### src/rtl/dtof_acq_sequencer.sv
// Two-pass dToF acquisition sequencer: clear, coarse histogram, threshold wait,
// windowed fine histogram, then a valid/ack result handoff to readout.
module dtof_acq_sequencer #(
    parameter int unsigned NP        = 10,
    parameter int unsigned NB        = 5,
    parameter int unsigned CH_FRAMES = 4,
    parameter int unsigned FH_FRAMES = 4,
    parameter int unsigned TIMEOUT   = 1024
) (
    input  logic          clk,
    input  logic          res,
    input  logic          start,
    input  logic          abort,
    input  logic          laser_sync,
    input  logic          tdc_valid,
    input  logic [NP-1:0] tdc_data,
    output logic          hit_we,
    output logic [NP-1:0] hit_data,
    output logic          his_num,
    output logic          his_clr,
    output logic [NB-1:0] clr_addr,
    output logic          acq_count_finish,
    input  logic          peak_done,
    input  logic          alg_ready,
    input  logic [NP-1:0] th_minus,
    input  logic [NP-1:0] th_positive,
    input  logic [NB-1:0] peak_fh,
    output logic          busy,
    output logic          result_valid,
    input  logic          result_ack,
    output logic [NB-1:0] result_peak,
    output logic          result_err,
    output logic [15:0]   result_hits
);

    localparam int unsigned   WW        = $clog2(TIMEOUT);
    localparam logic [WW-1:0] WAIT_LAST = WW'(TIMEOUT - 1);
    localparam logic [15:0]   CH_LAST   = 16'(CH_FRAMES - 1);
    localparam logic [15:0]   FH_LAST   = 16'(FH_FRAMES - 1);
    localparam logic [NB-1:0] CLR_LAST  = '1;

    typedef enum logic [3:0] {
        IDLE, CLR_CH, CH_ACQ, CH_PK, CALC, CLR_FH, FH_ACQ, FH_PK, DONE
    } state_t;

    state_t        state, state_d;
    logic [15:0]   frame_cnt, frame_cnt_d;
    logic [WW-1:0] wait_cnt, wait_cnt_d;
    logic [NP-1:0] th_minus_q, th_minus_d;
    logic [NP-1:0] th_positive_q, th_positive_d;
    logic [NB-1:0] clr_addr_d;
    logic [NP-1:0] hit_data_d;
    logic [NB-1:0] result_peak_d;
    logic [15:0]   result_hits_d;
    logic          hit_we_d, his_num_d, his_clr_d, acq_fin_d, busy_d;
    logic          result_valid_d, result_err_d;
    logic          in_window_c, wait_expired_c;

    assign in_window_c    = (tdc_data >= th_minus_q) && (tdc_data <= th_positive_q);
    assign wait_expired_c = (wait_cnt == WAIT_LAST);

    // Next-state and next-output decode
    always_comb begin
        state_d        = state;
        frame_cnt_d    = frame_cnt;
        wait_cnt_d     = '0;
        th_minus_d     = th_minus_q;
        th_positive_d  = th_positive_q;
        clr_addr_d     = '0;
        hit_we_d       = 1'b0;
        hit_data_d     = hit_data;
        his_clr_d      = 1'b0;
        acq_fin_d      = 1'b0;
        result_valid_d = 1'b0;
        result_peak_d  = result_peak;
        result_err_d   = result_err;
        result_hits_d  = result_hits;

        case (state)
            IDLE: begin
                if (start) begin
                    state_d   = CLR_CH;
                    his_clr_d = 1'b1;
                end
            end
            CLR_CH, CLR_FH: begin
                if (clr_addr == CLR_LAST) begin
                    state_d       = (state == CLR_CH) ? CH_ACQ : FH_ACQ;
                    frame_cnt_d   = '0;
                    result_hits_d = '0;
                end else begin
                    his_clr_d  = 1'b1;
                    clr_addr_d = clr_addr + NB'(1);
                end
            end
            CH_ACQ: begin
                if (tdc_valid) begin
                    hit_we_d   = 1'b1;
                    hit_data_d = tdc_data;
                end
                if (laser_sync) begin
                    if (frame_cnt == CH_LAST) begin
                        state_d     = CH_PK;
                        frame_cnt_d = '0;
                        acq_fin_d   = 1'b1;
                    end else begin
                        frame_cnt_d = frame_cnt + 16'd1;
                    end
                end
            end
            CH_PK: begin
                if (peak_done) begin
                    state_d = CALC;
                end else if (wait_expired_c) begin
                    state_d        = DONE;
                    result_valid_d = 1'b1;
                    result_err_d   = 1'b1;
                    result_peak_d  = '0;
                end else begin
                    wait_cnt_d = wait_cnt + WW'(1);
                end
            end
            CALC: begin
                if (alg_ready) begin
                    state_d       = CLR_FH;
                    his_clr_d     = 1'b1;
                    th_minus_d    = th_minus;
                    th_positive_d = th_positive;
                end else if (wait_expired_c) begin
                    state_d        = DONE;
                    result_valid_d = 1'b1;
                    result_err_d   = 1'b1;
                    result_peak_d  = '0;
                end else begin
                    wait_cnt_d = wait_cnt + WW'(1);
                end
            end
            FH_ACQ: begin
                if (tdc_valid && in_window_c) begin
                    hit_we_d      = 1'b1;
                    hit_data_d    = tdc_data;
                    result_hits_d = (result_hits == 16'hFFFF) ? result_hits
                                                              : result_hits + 16'd1;
                end
                if (laser_sync) begin
                    if (frame_cnt == FH_LAST) begin
                        state_d     = FH_PK;
                        frame_cnt_d = '0;
                        acq_fin_d   = 1'b1;
                    end else begin
                        frame_cnt_d = frame_cnt + 16'd1;
                    end
                end
            end
            FH_PK: begin
                if (peak_done) begin
                    state_d        = DONE;
                    result_valid_d = 1'b1;
                    result_err_d   = 1'b0;
                    result_peak_d  = peak_fh;
                end else if (wait_expired_c) begin
                    state_d        = DONE;
                    result_valid_d = 1'b1;
                    result_err_d   = 1'b1;
                    result_peak_d  = '0;
                end else begin
                    wait_cnt_d = wait_cnt + WW'(1);
                end
            end
            DONE: begin
                if (result_ack) begin
                    state_d = IDLE;
                end else begin
                    result_valid_d = 1'b1;
                end
            end
            default: state_d = IDLE;
        endcase

        // Abort overrides everything decoded above
        if (abort) begin
            state_d        = IDLE;
            hit_we_d       = 1'b0;
            his_clr_d      = 1'b0;
            acq_fin_d      = 1'b0;
            result_valid_d = 1'b0;
            clr_addr_d     = '0;
            wait_cnt_d     = '0;
        end

        his_num_d = (state_d == CLR_FH) || (state_d == FH_ACQ) || (state_d == FH_PK);
        busy_d    = (state_d != IDLE) && (state_d != DONE);
    end

    // State, counters and registered outputs
    always_ff @(posedge clk or negedge res) begin
        if (!res) begin
            state            <= IDLE;
            frame_cnt        <= '0;
            wait_cnt         <= '0;
            th_minus_q       <= '0;
            th_positive_q    <= '0;
            clr_addr         <= '0;
            hit_we           <= 1'b0;
            hit_data         <= '0;
            his_num          <= 1'b0;
            his_clr          <= 1'b0;
            acq_count_finish <= 1'b0;
            busy             <= 1'b0;
            result_valid     <= 1'b0;
            result_peak      <= '0;
            result_err       <= 1'b0;
            result_hits      <= '0;
        end else begin
            state            <= state_d;
            frame_cnt        <= frame_cnt_d;
            wait_cnt         <= wait_cnt_d;
            th_minus_q       <= th_minus_d;
            th_positive_q    <= th_positive_d;
            clr_addr         <= clr_addr_d;
            hit_we           <= hit_we_d;
            hit_data         <= hit_data_d;
            his_num          <= his_num_d;
            his_clr          <= his_clr_d;
            acq_count_finish <= acq_fin_d;
            busy             <= busy_d;
            result_valid     <= result_valid_d;
            result_peak      <= result_peak_d;
            result_err       <= result_err_d;
            result_hits      <= result_hits_d;
        end
    end

endmodule

### config.mk
export PLATFORM = sky130hd
export DESIGN_NAME = dtof_acq_sequencer
export DESIGN_NICKNAME = d
export VERILOG_FILES = /design/src/rtl/dtof_acq_sequencer.sv
export SDC_FILE = /design/constraint.sdc
export NUM_CORES = 1
export LEC_CHECK = 0
export ABC_AREA = 0
export CORE_UTILIZATION = 23
export DETAILED_ROUTE_END_ITERATION = 12
export GPL_TIMING_DRIVEN = 0
export PLACE_DENSITY = 0.49
export SETUP_SLACK_MARGIN = 0.05
export SLEW_MARGIN = 0
export SYNTH_ARGS = -nofsm -noshare
export SYNTH_HDL_FRONTEND = slang
export SYNTH_SLANG_ARGS = --single-unit
### constraint.sdc
create_clock -name clk -period 6.9 [get_ports clk]
set_input_delay 0.69 -clock clk [delete_from_list [all_inputs] [get_ports clk]]
set_output_delay 0.69 -clock clk [all_outputs]
set_load 0.05 [all_outputs]
==> impl_metrics.json, run 1 <==
{
  "status": "complete, no violations",
  "post-route-cell-area_sq_um": 6370,
  "slowest_stage": "clkdlybuf4s50_1",
  "gp_congestion": 0.797,
  "cp.required_ns": 7.13,
  "slew-limit-headroom": 0.503,
  "coreArea_sq_um": 20500,
  "post_cts_resized": 0,
  "fin_crit_sh": 0.450,
  "cts_buffers": 9,
  "yosys-top-cells-area": "dfrtp_1 (48%), mux2_2 (7.2%), ha_1 (6.4%), nor2_1 (3.6%), xor2_1 (2.3%)",
  "post-route-min-period_ns": 3.10,
  "dp_hpwl_mm": 8.87,
  "start_util": 0.237,
  "cts_tree": "done",
  "cts_hold_buf": 0,
  "critPathArrivalTime_ns": 3.34,
  "syn_area_sq_um": 4860,
  "grt_overflow_total": 0,
  "whs_ns": 0.274,
  "floorplan.rows": 52,
  "max_freq_ghz": 0.322,
  "finClkSkew_ns": 0.00865,
  "path_class": "in -> reg",
  "grt_max_degree": 65,
  "wl_per_cell_microns": 14.4,
  "grt_pass1_wl_mm": 19.5,
  "slew_viol_final": 0,
  "start_kind": "primary input",
  "drv_cap": 0,
  "cts_setup_buffers": 0,
  "root_buffer": "clkbuf_16",
  "synth_edf_count": 0,
  "drc": 0,
  "diodes": 0,
  "clock_path_buffers": 2,
  "timing.rr.start": "clr_addr[0]",
  "static-leakage-power_uw": 0.00272,
  "end_kind": "register",
  "finalSetupTns_ns": 0,
  "fin_nets": 626,
  "die_h_microns": 147,
  "yosysTopAreaCellShare": 0.479,
  "vias": 3815,
  "dp.cells": 816,
  "synth-main-ff-cell": "dfrtp_1",
  "wirelength_mm": 11.9,
  "areaGrowthSynthToFinish_pct": 31.1,
  "yosysSeqAreaShare": 0.479,
  "dr.pass1.iters": 6,
  "ys_types": 62,
  "power_density_nw_per_um2": 182,
  "clock-sinks": 93,
  "slowest_delay_ns": 0.48,
  "crit_fanout": 10,
  "startpoint": "tdc_data[3]",
  "boundaryPins": 87,
  "io_buffers": 86,
  "viasPerCell": 4.60,
  "drive_gt1_frac": 0.123,
  "avgSynthCellArea_sq_um": 10.6,
  "insertion_delay_ns": 0.34,
  "antenna_found_initial": 0,
  "vdd_drop_max_uv": 101,
  "path_clk_slew_ns": 0.07,
  "yosys.area.top_type": "dfrtp_1",
  "grt_pass1_vias": 3794,
  "instances_no_fill": 830,
  "htreeDepth": 3,
  "synthArstFlopShare": 1.00,
  "grt_usage": 0.113,
  "drt-initial-drc-count": 160,
  "rsz0062_at_grt": "false",
  "fin_util": 0.311,
  "dieArea_sq_um": 21700,
  "syn-num-nets": 528,
  "worst_pin_slew_ns": 0.743,
  "die_x_microns": 147,
  "finalSetupViolCount": 0,
  "yosys-top-cells-count": "dfrtp_1 (93), nor2_1 (47), mux2_2 (31)",
  "path_cells": "clkdlybuf4s50_1 > ha_1 > a21oi_2 > o21ai_2 > a2111oi_4 > o22ai_2 > a21oi_1 > buf_6 > mux2_2",
  "hp-class": "in -> async",
  "synth-seq-cells": 93,
  "ant_nets": 0,
  "hold_viol": 0,
  "syn_inst": 459,
  "yosysMostFrequentCell": "dfrtp_1",
  "dpl-instance-area_sq_um": 6080,
  "yosysWarningCount": 0
}
[critical path: cells and delay by family]
family | cells | cell delay [ns]
adder cells (fa/ha/maj) | 1 | 0.36
AO/OA/AOI/OAI | 5 | 1.24
multiplexers | 1 | 0.34
buffers and inverters | 2 | 0.69
[worst paths after layout]
| kind | end | slack [ns] | cells past startpoint |
|---|---|---|---|
| setup / recovery | hit_data[2] | 3.80 | 9 |
| max in group asynchronous | frame_cnt[3] | 5.96 | 2 |
| hold reg to reg | wait_cnt[0] | 0.48 | 1 |
| setup reg to reg | frame_cnt[5] | 4.27 | 9 |
| hold / removal | hit_data[3] | 0.27 | 1 |
| min in group clk | wait_cnt[0] | 0.48 | 1 |
[state kept, by name, summed over array words and instances (netlist names)]
register / cells
acq_count_finish: 1
busy: 1
clr_addr: 5
frame_cnt: 16
his_clr: 1
his_num: 1
hit_data: 10
hit_we: 1
result_err: 1
result_hits: 16
result_peak: 5
result_valid: 1
state: 4
th_minus_q: 10
th_positive_q: 10
wait_cnt: 10
[area by class of cell]
class	instances	area (sq um)
fill	2113	14100
multi-input combinational	326	2360
sequential	93	2330
timing repair buffer	87	886
tap	270	338
clock buffer	11	243
inverter	27	101
buffer	13	73.8
clock inverter	3	46.3
[per-layer routing]
layer / global-route usage / vias to the layer above / share of wire
li1: - / 1844 / -
met4: 0.0371 / 0 / 0.013
met3: 0.0284 / 13 / 0.044
met5: 0 / - / 0
met2: 0.187 / 88 / 0.48
met1: 0.143 / 1870 / 0.46
[placed cells by master (no fill, tap or decap), types with 14 or more instances in the layout]
cell             instances
dfrtp_1                 93
clkdlybuf4s50_1         85
nor2_1                  47
mux2_2                  31
inv_1                   27
ha_1                    25
nand2_1                 23
a21oi_1                 20
nand3_1                 19
o21ai_0                 16
nand4_1                 14
[power breakdown]
group	internal, uW	leakage [uW]	total [uW]	switching (uW)
Combinational	48.3	0.00131	109	61.1
Sequential	552	0.00127	556	4.13
Clock	288	0.000138	498	210
[metrics by stage]
step                total power [uW]  setup slack [ns]
floorplan                        614              4.24
global placement                 674              1.53
detailed placement               677              3.41
CTS                             1180              3.79
global route                    1210              3.68
finish                          1160              3.80
[logic make-up (layout without fill, tap and decap cells)]
logic type | after synthesis | after routing | share of synthesized area
compound gates | 72 | 72 | 0.107
xor+xnor | 21 | 21 | 0.0378
simple gates | 168 | 168 | 0.186
flops | 93 | 93 | 0.479
fa+ha+maj | 25 | 25 | 0.0644
mux | 40 | 40 | 0.0903
buf+inv | 40 | 141 | 0.0360
Power figures use the tool's default switching activity.
==> run 2, diff against run 1 <==
- PLACE_DENSITY: 0.49 -> 0.51
- clock period: 6.9 -> 2.6 ns (I/O delays scaled with it)
==> run 2 against run 1 <==
Via count grew 2.2%. Register-to-register slack lost 4.1 ns. Sequential share of layout area shrank 0.95 points. Sequential power grew to 2.6 times the previous value. Critical path type unchanged. Wire length grew 3.4%. Highest routed layer unchanged. Critical endpoint is now hit_data[8]. Largest cell class unchanged. Cell area grew 2.7%. Cell count grew 1.6%.
==> impl_metrics.json, run 2 (synthesized netlist as in run 1, its figures left out) <==
{
  "status": "complete, no violations",
  "fin_crit_sh": 0.930,
  "vdd_drop_max_uv": 292,
  "insertion_delay_ns": 0.35,
  "drive_gt1_frac": 0.154,
  "top_regs": "frame_cnt (16), result_hits (16)",
  "rsz0062_at_grt": "false",
  "hold_viol": 0,
  "viasPerCell": 4.62,
  "hp-class": "in -> reg",
  "die_h_microns": 147,
  "wl_per_cell_microns": 14.6,
  "cts_tree": "done",
  "slew_viol_final": 0,
  "layout_commonest_cell": "dfrtp_1",
  "power_density_nw_per_um2": 460,
  "drv_cap": 0,
  "die_x_microns": 147,
  "ant_nets": 0,
  "dp.cells": 816,
  "finalSetupTns_ns": 0,
  "slew-limit-headroom": 0.511,
  "slowest_delay_ns": 0.48,
  "use_met3": 0.0265,
  "floorplan.rows": 52,
  "drc": 0,
  "crit_fanout": 5,
  "coreArea_sq_um": 20500,
  "dieArea_sq_um": 21700,
  "p_total_uw": 3010,
  "instances_no_fill": 843,
  "top_usage_layer": "met2",
  "finClkSkew_ns": 0.00895,
  "start_util": 0.237,
  "dr.pass1.iters": 4,
  "drt-initial-drc-count": 220,
  "met2_usage": 0.188,
  "areaGrowthSynthToFinish_pct": 34.6,
  "grt_pass1_wl_mm": 19.8,
  "grt_overflow_total": 0,
  "final_cell_mix": "dfrtp_1 (93), clkdlybuf4s50_1 (84), nor2_1 (46)",
  "dp_hpwl_mm": 9.08,
  "cts_buffers": 9,
  "path_cells": "clkdlybuf4s50_1 > ha_1 > nand4_1 > o311ai_4 > buf_4 > o22ai_4 > a21oi_4 > buf_6 > mux2_2",
  "clock_path_buffers": 2,
  "worst_pin_slew_ns": 0.731,
  "start_kind": "primary input",
  "clock-sinks": 93,
  "htreeDepth": 3,
  "gp_congestion": 0.787,
  "cp_top_family": "buffers and inverters",
  "critPathArrivalTime_ns": 2.64,
  "finalSetupViolCount": 0,
  "wirelength_mm": 12.3,
  "grt_max_degree": 57,
  "path_clk_slew_ns": 0.07,
  "vias": 3898,
  "io_buffers": 86,
  "slowest_stage": "clkdlybuf4s50_1",
  "fin_nets": 637,
  "grt_usage": 0.115,
  "boundaryPins": 87,
  "cp.required_ns": 2.83,
  "static-leakage-power_uw": 0.00278,
  "end_kind": "register",
  "root_buffer": "clkbuf_16",
  "diodes": 0,
  "critPathBufInv": 3,
  "antenna_found_initial": 0,
  "grt_pass1_vias": 3926,
  "fin_util": 0.319,
  "max_freq_ghz": 0.413,
  "path_class": "in -> reg",
  "use_met1": 0.150,
  "post-route-min-period_ns": 2.42,
  "fillers": 2092
}
run 2: final timing paths:
kind | from | end | slack (ns) | cells past startpoint
max in group asynchronous | res | th_positive_q[9] | 1.50 | 3
hold / removal | tdc_data[3] | hit_data[3] | 0.29 | 2
setup / recovery | tdc_data[8] | hit_data[8] | 0.18 | 9
min in group asynchronous | res | result_peak[1] | 0.43 | 2
setup reg to reg | th_positive_q[3] | hit_data[8] | 0.19 | 10
hold reg to reg | wait_cnt[0] | wait_cnt[0] | 0.48 | 1
run 2: per-layer routing:
| metal | vias to the layer above | wire, microns | part of all wire |
|---|---|---|---|
| met2 | 91 | 5910 | 0.48 |
| li1 | 1876 | - | - |
| met3 | 9 | 476 | 0.039 |
| met4 | 0 | 137 | 0.011 |
| met5 | - | 0 | 0 |
| met1 | 1922 | 5810 | 0.47 |
run 2: stage by stage:
step	worst slack, ns	area [sq um]	hold slack (ns)
after detailed placement	-0.419	6080	0.267
after global routing	0.0590	6540	0.296
final	0.182	6540	0.286
after global placement	-2.28	6060	0.469
after CTS	0.0498	6400	0.429
after floorplan	0.0846	4860	-0.0356
run 2: layout make-up:
cell class                 count  area [sq um]  share of cell area
timing repair buffer          97           971               0.148
multi-input combinational    327          2460               0.376
tap                          270           338              0.0516
inverter                      27           101              0.0155
sequential                    93          2330               0.356
clock buffer                  12           236              0.0361
buffer                        13          73.8              0.0113
clock inverter                 4          32.5             0.00497
run 2: timing repair:
action,CTS,global route
endpoints found under the setup margin,15,21
hold endpoints to repair,37,0
pin swaps,2,7
buffers inserted,1,6
resized for setup,5,15
cloned,0,3
hold buffers,1,0
run 2: worst register-to-register path, delay by kind of cell, from the launching register on:
family | cells | cell delay, ns
flip-flops | 1 | 0.34
multiplexers | 1 | 0.34
adder cells (fa/ha/maj) | 1 | 0.31
AO/OA/AOI/OAI | 5 | 0.92
buffers and inverters | 3 | 0.38
run 2: where the power goes:
group          switching [uW]  internal (uW)
Combinational             172            143
Clock                     565            657
Sequential               10.7           1460
Total                     748           2260
==> run 3, diff against run 2 <==
- CTS_CLUSTER_SIZE: not set -> 10
==> results of run 3 <==
Same layout as run 2: the final DEF is identical, and so are final timing and power.
